**config.mk**
```make
export PLATFORM = sky130hd
export DESIGN_NAME = ahb_timer
export DESIGN_NICKNAME = d
export VERILOG_FILES = /design/src/rtl/ahb_timer.sv
export SDC_FILE = /design/constraint.sdc
export NUM_CORES = 1
export LEC_CHECK = 0
export BUFFER_PORTS_ARGS = -buffer_cell sky130_fd_sc_hd__buf_2
export CAP_MARGIN = 20
export CORE_ASPECT_RATIO = 0.8
export CORE_UTILIZATION = 25
export CTS_CLUSTER_DIAMETER = 200
export CTS_CLUSTER_SIZE = 24
export DETAILED_ROUTE_END_ITERATION = 8
export PLACE_DENSITY_LB_ADDON = 0.08
export SLEW_MARGIN = 10
export SYNTH_ARGS = -nofsm -noshare
export SYNTH_HDL_FRONTEND = slang
export SYNTH_SLANG_ARGS = --single-unit
```
**constraint.sdc**
```tcl
create_clock -name clk -period 6.6 [get_ports clk]
set_input_delay 0.99 -clock clk [delete_from_list [all_inputs] [get_ports clk]]
set_output_delay 0.99 -clock clk [all_outputs]
set_load 0.01 [all_outputs]
```
**src/rtl/ahb_timer.sv**
```systemverilog
// 64-bit free-running timer with compare interrupt on a zero-wait-state AHB-Lite slave.
// Word-only register writes, any-size reads; COUNT_HI reads come from a shadow latched by a COUNT_LO read.
`ifndef HASTI_ADDR_WIDTH
`define HASTI_ADDR_WIDTH 32
`endif
`ifndef HASTI_BUS_WIDTH
`define HASTI_BUS_WIDTH 32
`endif
`ifndef HASTI_SIZE_WIDTH
`define HASTI_SIZE_WIDTH 3
`endif
`ifndef HASTI_BURST_WIDTH
`define HASTI_BURST_WIDTH 3
`endif
`ifndef HASTI_PROT_WIDTH
`define HASTI_PROT_WIDTH 4
`endif
`ifndef HASTI_TRANS_WIDTH
`define HASTI_TRANS_WIDTH 2
`endif
`ifndef HASTI_RESP_WIDTH
`define HASTI_RESP_WIDTH 1
`endif

module ahb_timer #(
    parameter int PRESCALE_WIDTH = 8
) (
    input  logic                           clk,
    input  logic                           reset,
    input  logic                           hsel,
    input  logic [`HASTI_ADDR_WIDTH-1:0]   haddr,
    input  logic                           hwrite,
    input  logic [`HASTI_SIZE_WIDTH-1:0]   hsize,
    input  logic [`HASTI_BURST_WIDTH-1:0]  hburst,
    input  logic                           hmastlock,
    input  logic [`HASTI_PROT_WIDTH-1:0]   hprot,
    input  logic [`HASTI_TRANS_WIDTH-1:0]  htrans,
    input  logic [`HASTI_BUS_WIDTH-1:0]    hwdata,
    output logic [`HASTI_BUS_WIDTH-1:0]    hrdata,
    output logic                           hready,
    output logic [`HASTI_RESP_WIDTH-1:0]   hresp,
    output logic                           irq
);

    localparam logic [2:0] IDX_CTRL     = 3'd0;
    localparam logic [2:0] IDX_COUNT_LO = 3'd1;
    localparam logic [2:0] IDX_COUNT_HI = 3'd2;
    localparam logic [2:0] IDX_CMP_LO   = 3'd3;
    localparam logic [2:0] IDX_CMP_HI   = 3'd4;
    localparam logic [2:0] IDX_STATUS   = 3'd5;
    localparam logic [`HASTI_SIZE_WIDTH-1:0] SIZE_WORD = `HASTI_SIZE_WIDTH'(2);

    logic                      dp_valid;
    logic                      dp_write;
    logic                      dp_size_ok;
    logic [2:0]                dp_idx;

    logic                      ctrl_en;
    logic                      ctrl_irq_en;
    logic [PRESCALE_WIDTH-1:0] ctrl_prescale;
    logic [PRESCALE_WIDTH-1:0] presc_cnt;
    logic [63:0]               count;
    logic [63:0]               cmp;
    logic [31:0]               hi_shadow;
    logic                      pending;
    logic                      match_d;

    logic                      accept;
    logic                      wr_en;
    logic                      rd_count_lo;
    logic                      tick;
    logic                      match;
    logic [PRESCALE_WIDTH-1:0] presc_nxt;
    logic [63:0]               count_nxt;
    logic                      pending_nxt;
    logic                      irq_en_nxt;
    logic [31:0]               ctrl_word;
    logic [31:0]               wdata;

    assign hready = 1'b1;
    assign hresp  = '0;
    assign accept = hsel & htrans[1] & hready;
    assign wdata  = hwdata[31:0];
    assign wr_en  = dp_valid & dp_write & dp_size_ok;
    assign rd_count_lo = dp_valid & ~dp_write & (dp_idx == IDX_COUNT_LO);
    assign match  = (count >= cmp);

    logic unused_inputs;
    assign unused_inputs = ^{haddr[`HASTI_ADDR_WIDTH-1:5], haddr[1:0], hburst, hmastlock,
                             hprot, htrans[0], hwdata};

    always_comb begin
        ctrl_word = '0;
        ctrl_word[0] = ctrl_en;
        ctrl_word[1] = ctrl_irq_en;
        ctrl_word[8 +: PRESCALE_WIDTH] = ctrl_prescale;
    end

    always_comb begin
        tick      = 1'b0;
        presc_nxt = presc_cnt;
        if (ctrl_en) begin
            if (presc_cnt == ctrl_prescale) begin
                presc_nxt = '0;
                tick      = 1'b1;
            end else begin
                presc_nxt = presc_cnt + PRESCALE_WIDTH'(1);
            end
        end

        // A bus write to either half wins over the tick and suppresses the carry.
        count_nxt = tick ? count + 64'd1 : count;
        if (wr_en && dp_idx == IDX_COUNT_LO) count_nxt = {count[63:32], wdata};
        if (wr_en && dp_idx == IDX_COUNT_HI) count_nxt = {wdata, count[31:0]};

        pending_nxt = pending;
        if (wr_en && dp_idx == IDX_STATUS && wdata[0]) pending_nxt = 1'b0;
        if (match && !match_d) pending_nxt = 1'b1;

        irq_en_nxt = (wr_en && dp_idx == IDX_CTRL) ? wdata[1] : ctrl_irq_en;
    end

    always_ff @(posedge clk) begin
        if (reset) begin
            dp_valid      <= 1'b0;
            dp_write      <= 1'b0;
            dp_size_ok    <= 1'b0;
            dp_idx        <= '0;
            ctrl_en       <= 1'b0;
            ctrl_irq_en   <= 1'b0;
            ctrl_prescale <= '0;
            presc_cnt     <= '0;
            count         <= '0;
            cmp           <= '1;
            hi_shadow     <= '0;
            pending       <= 1'b0;
            match_d       <= 1'b0;
            irq           <= 1'b0;
        end else begin
            dp_valid   <= accept;
            dp_write   <= accept & hwrite;
            dp_size_ok <= accept & (hsize == SIZE_WORD);
            dp_idx     <= accept ? haddr[4:2] : 3'd0;

            presc_cnt <= presc_nxt;
            count     <= count_nxt;
            pending   <= pending_nxt;
            match_d   <= match;
            irq       <= pending_nxt & irq_en_nxt;

            if (rd_count_lo) hi_shadow <= count[63:32];

            if (wr_en && dp_idx == IDX_CTRL) begin
                ctrl_en       <= wdata[0];
                ctrl_irq_en   <= wdata[1];
                ctrl_prescale <= wdata[8 +: PRESCALE_WIDTH];
            end
            if (wr_en && dp_idx == IDX_CMP_LO) cmp[31:0]  <= wdata;
            if (wr_en && dp_idx == IDX_CMP_HI) cmp[63:32] <= wdata;
        end
    end

    always_comb begin
        hrdata = '0;
        if (dp_valid && !dp_write) begin
            case (dp_idx)
                IDX_CTRL:     hrdata[31:0] = ctrl_word;
                IDX_COUNT_LO: hrdata[31:0] = count[31:0];
                IDX_COUNT_HI: hrdata[31:0] = hi_shadow;
                IDX_CMP_LO:   hrdata[31:0] = cmp[31:0];
                IDX_CMP_HI:   hrdata[31:0] = cmp[63:32];
                IDX_STATUS:   hrdata[0]    = pending;
                default:      hrdata       = '0;
            endcase
        end
    end

endmodule

```
; After elaboration in Yosys (flattened, before gate mapping)
; Cells that the tools add are included.
[op_classes]
n_lt_le_gt_ge = 1
reduce_logical = 17
addsub = 2
n_shift = 0
n_eq_ne = 8
n_mul = 0
div = 0
bitwise = 11
muxes = 12
[op_table]
columns = cell, count
row1 = $mux 64, 3
row2 = $pmux 31 s5, 1
row3 = $add 64x1->64 const B, 1
row4 = $ge 64x64->1, 1
row5 = $mux 32, 1
row6 = $eq 3x2->1 const B, 3
row7 = $logic_and 1x1->1, 9
row8 = $add 8x1->8 const B, 1
row9 = $and 1x1->1, 8
row10 = $eq 8x8->1, 1
row11 = $mux 8, 1
row12 = $eq 3x3->1 const B, 2
row13 = $pmux 1 s6, 1
row14 = $mux 1, 5
row15 = $reduce_and 2->1, 2
row16 = $reduce_bool 2->1, 2
row17 = $eq 3x1->1 const B, 1
row18 = $logic_not 3->1, 1
row19 = $not 1->1, 3
row20 = $logic_not 1->1, 2
row21 = $ne 2x1->1 const B, 1
row22 = $reduce_or 2->1, 1
[word_totals]
reg_bits = 187
memories = 0
mem_bits_rw = 0
latch_bits = 0
elab_cells = 67
romBits = 0

; Logic depth before layout (Yosys ltp)
[depth]
word_depth = 7
depth_mapped = 10

; Worst setup path after synthesis
; OpenSTA, ideal clock, no wires.
[synth_timing]
kind = reg-to-output
start = register dp_idx[0]
end = output hrdata[16]
path_slack_ns = 3.935
n_path_buf = 3
stages_incl_launch_ff = 7
t_arrival_ns = 1.675
cell_sequence = dfxtp_1 -> buf_2 -> buf_1 -> and2_0 -> clkbuf_1 -> a22oi_1 -> a21oi_1
[synth_via]
elab_chain_cells = 3
word_cells_on_any_way = 7
[synth_rtl]
columns = element, line
row1 = start: declaration, 56  ; logic [2:0] dp_idx;
row2 = start signal: assignment, 143  ; dp_idx <= accept ? haddr[4:2] : 3'd0;
row3 = "$eq 3x3->1, or another cell as far along", 166  ; case (dp_idx)
row4 = $pmux 31 s5 *, 166
row5 = $mux 32 *, 165  ; if (dp_valid && !dp_write) begin
row6 = end: declaration, 39  ; output logic [`HASTI_BUS_WIDTH-1:0] hrdata,
; Mark *: on every way between the ends. The rest lies on a longest branch, timed or not.

; Worst setup path in the final report
[layout_timing]
start = register dp_idx[1]
end = output hrdata[6]
; Same word-level chain as after synthesis.

==> implementation parameters <==
Parameter                              Value

Worst setup path
  Largest stage delay on the critical path    880 ps
  Slowest-stage cell, CP    sky130_fd_sc_hd__nor2_1
  Worst-path maximum fanout    27
  Sort of element at the end of the critical path    primary output
  Required @ worst endpoint    5610 ps
  Critical path launch point type    flip-flop
  Setup crit start    dp_idx[1]
  Top cell family by delay on the critical path    simple AND/OR/NAND/NOR gates
  Worst path arrival time    2850 ps
  Reg-to-reg slack, setup    3250 ps
  Critical path endpoint    hrdata[6]
  Crit path buf inv count    3
  Type of the setup path with the least slack    flip-flop to primary output
  Number of gates on the worst path with buffers counted    6
  Reg2reg path depth    7
  Critical-path cell list    buf_4 > nor2_1 > o21bai_4 > buf_16 > a21oi_1 > buf_2
  Startpoint of the most critical register-to-register path    dp_idx[1]
  Terminus of the critical flop-to-flop path    irq

GRT
  Pin count of the biggest net entering global routing    65
  Antenna violations before repair    2
  Overflow left after global routing    0
  First-pass GRT wire length    74450 um
  All-layer global routing usage    0.2180
  Vias in the first global route    10749

Detailed routing
  Initial DRC count    921
  First-pass iteration count of the detailed router    5
  DRT Wirelength    50350 um
  Routed wirelength normalized by instance count    23.99 um
  Routed via count divided by cell count    5.435
  Post-detailed-route count of antenna-violating nets    0
  Final routed DRC violation total    0
  Routed via count    11408

Finish
  Area of the multi-input gates    6975 um^2
  Finished Layout Cells    2099
  Register area    3744 um^2
  Final standard cell area without fillers    12930 um^2
  Post-layout net count    1630
  Count of filler cells inserted in the layout    4834
  Signed area change from the synthesized netlist to the final layout    12.88%
  Number of antenna diodes    0
  Leading cell type in the layout, fill and taps excluded    sky130_fd_sc_hd__nand2_1
  Leading cell types in the layout, fill and taps excluded    232 x sky130_fd_sc_hd__nand2_1, 187 x sky130_fd_sc_hd__dfxtp_1, 131 x sky130_fd_sc_hd__a21oi_1
  Layout cells sized above 1    0.1190

Clocking
  Clock tree root driver cell    sky130_fd_sc_hd__clkbuf_16
  Hold-fix buffers, CTS    0
  # resized after CTS    0
  Bufs on Longest Clock Path    2
  CTS tree    built
  Number of H-tree branching levels    4
  Cts bufs inserted    17
  Source-to-sink clock delay at the later pin of the worst-skew pair    480 ps
  Clock-pin slew reported for the worst setup and hold paths after clock tree synthesis    80 ps
  Clock sink count    187
  Number of buffers inserted to repair setup after CTS    0

Timing
  Period minus WS final    3840 ps
  Setup repair after global routing missed its margin    no
  Final hold vios    0
  Transition time at the pin with the least slew margin    1218 ps
  Max Fclk    260.4 MHz
  Setup Skew    13.89 ps
  Setup_tns    0 ps
  Final setup viols    0
  Post-route clock period utilization    0.5818
  Max-slew headroom    0.1879
  Max Transition Viols Final    0
  Worst-case hold slack    454.2 ps

Outcome
  Status    finished clean

Placed design
  Placed inst area    12320 um^2
  Routability Congestion    0.8503
  Number of input and output port buffers inserted    75
  Detailed-placement wirelength estimate    35800 um
  Placed Instances    2066

Yosys
  Count of warnings emitted by yosys    0
  Share of Yosys cell area claimed by the top area cell type    0.3267
  Asr flop ratio synth    0
  Number of distinct library cells after synthesis    79
  Mapped Avg Cell Area    7.784 um^2
  Largest cells by area after synthesis    sky130_fd_sc_hd__dfxtp_1 33%, sky130_fd_sc_hd__nand2_1 7.6%, sky130_fd_sc_hd__ha_1 7.2%
  Area leader, netlist    sky130_fd_sc_hd__dfxtp_1
  Number of enable flip-flop cells after synthesis    0
  Net count after synthesis    1619
  Flip-flop cell with the highest count after synthesis    sky130_fd_sc_hd__dfxtp_1
  Sequential share of the synthesized area    0.3267
  Post-synth design cell area    11460 um^2
  Number of storage elements in the synthesis netlist    187
  Post-Syn Instances    1472

Power
  Leakage power total    5.021 nW
  Max rail drop VDD    0.1912 mV
  Power Density    181.0 nW/um^2

Worst hold path
  Hold path start    hi_shadow[4]
  Count of cells along the worst hold path    2
  Classification of the worst-slack hold path    flip-flop to flip-flop

Die
  Placeable core region    44810 um^2
  Number of cell rows    69
  Width of the chip    241.4 um
  Die span in y    193.5 um
  Num ports    116
  Initial cell density of the core    0.2557
  Overall die area    46700 um^2

Run
  Number of max-cap violations    0
layer usage:
layer | GRT usage | vias up | share of wire
met2 | 0.3107 | 336 | 0.42
met4 | 0.04852 | 0 | 0.014
met1 | 0.3327 | 5561 | 0.52
met5 | 0 | - | 0
li1 | - | 5483 | -
met3 | 0.03995 | 28 | 0.054
state kept, by name (all words and copies together), names as in the netlist:
name           count
cmp               64
count             64
hi_shadow         32
ctrl_prescale      8
presc_cnt          8
dp_idx             3
ctrl_en            1
ctrl_irq_en        1
dp_size_ok         1
dp_valid           1
dp_write           1
irq                1
match_d            1
pending            1
cells in the mapped netlist, types with 11 or more instances:
library cell / number
sky130_fd_sc_hd__a31oi_1: 17
sky130_fd_sc_hd__and3_1: 23
sky130_fd_sc_hd__a21oi_1: 131
sky130_fd_sc_hd__clkbuf_1: 71
sky130_fd_sc_hd__a22oi_1: 71
sky130_fd_sc_hd__nor3_1: 20
sky130_fd_sc_hd__and2_1: 11
sky130_fd_sc_hd__nor2_1: 79
sky130_fd_sc_hd__nand4_1: 45
sky130_fd_sc_hd__o211ai_1: 68
sky130_fd_sc_hd__nand2_1: 233
sky130_fd_sc_hd__mux2i_1: 17
sky130_fd_sc_hd__ha_1: 66
sky130_fd_sc_hd__buf_2: 21
sky130_fd_sc_hd__nor4_1: 21
sky130_fd_sc_hd__o41ai_1: 13
sky130_fd_sc_hd__nand3_1: 37
sky130_fd_sc_hd__and4_1: 11
sky130_fd_sc_hd__inv_1: 71
sky130_fd_sc_hd__dfxtp_1: 187
sky130_fd_sc_hd__o21ai_0: 60
sky130_fd_sc_hd__a211oi_1: 20
worst reg2reg max path, stage by stage (launching register included):
cell and delay (ps):
sky130_fd_sc_hd__dfxtp_1 300, sky130_fd_sc_hd__buf_4 220, sky130_fd_sc_hd__nor2_1 880, sky130_fd_sc_hd__nand3_1 800
sky130_fd_sc_hd__mux2i_1 670, sky130_fd_sc_hd__nor4_1 100, sky130_fd_sc_hd__o21ai_0 120, sky130_fd_sc_hd__o211ai_1 130
metrics by stage:
step           worst slack (ps)    util  total power, mW
2_1_floorplan              3935       -            1.208
3_3_place_gp               3174  0.2750            1.269
6_report                   2760  0.2887            2.341
5_1_grt                    2641  0.2887            2.421
3_5_place_dp               3165  0.2750            1.269
4_1_cts                    2617  0.2881            2.370
where the power goes:
group,internal [mW],switching (mW),total [mW]
registers,1.13,0.00590,1.14
logic,0.0293,0.0770,0.106
clock network,0.572,0.526,1.10
total,1.73,0.609,2.34
cell families (layout without fill, tap and decap cells):
group                    after synthesis  in the layout  share of synthesized area
AND/OR/NAND/NOR                      529            529                     0.2270
AO/OA/AOI/OAI                        465            465                     0.2705
flip-flops                           187            187                     0.3267
buffers and inverters                182            206                    0.06792
adder cells (fa/ha/maj)               66             66                    0.07207
multiplexers                          26             26                    0.02370
XOR/XNOR                              15             15                    0.01147
other                                  2              2                  0.0006554
area by class of cell:
type                       instances  share of cell area
inverter                          71             0.02070
sequential                       187              0.2894
multi-input combinational       1103              0.5393
tap                              603             0.05833
clock buffer                      19             0.03424
timing repair buffer             103             0.04701
clock inverter                    13             0.01103
worst min path at each step:
stage,endpoint,slack (ps)
6_report,hi_shadow[4],450
4_1_cts,hi_shadow[18],460
5_1_grt,hi_shadow[4],470
2_1_floorplan,hi_shadow[10],430
3_3_place_gp,hi_shadow[10],440
3_5_place_dp,hi_shadow[11],450
No activity file was read; power rests on OpenSTA's default activity.
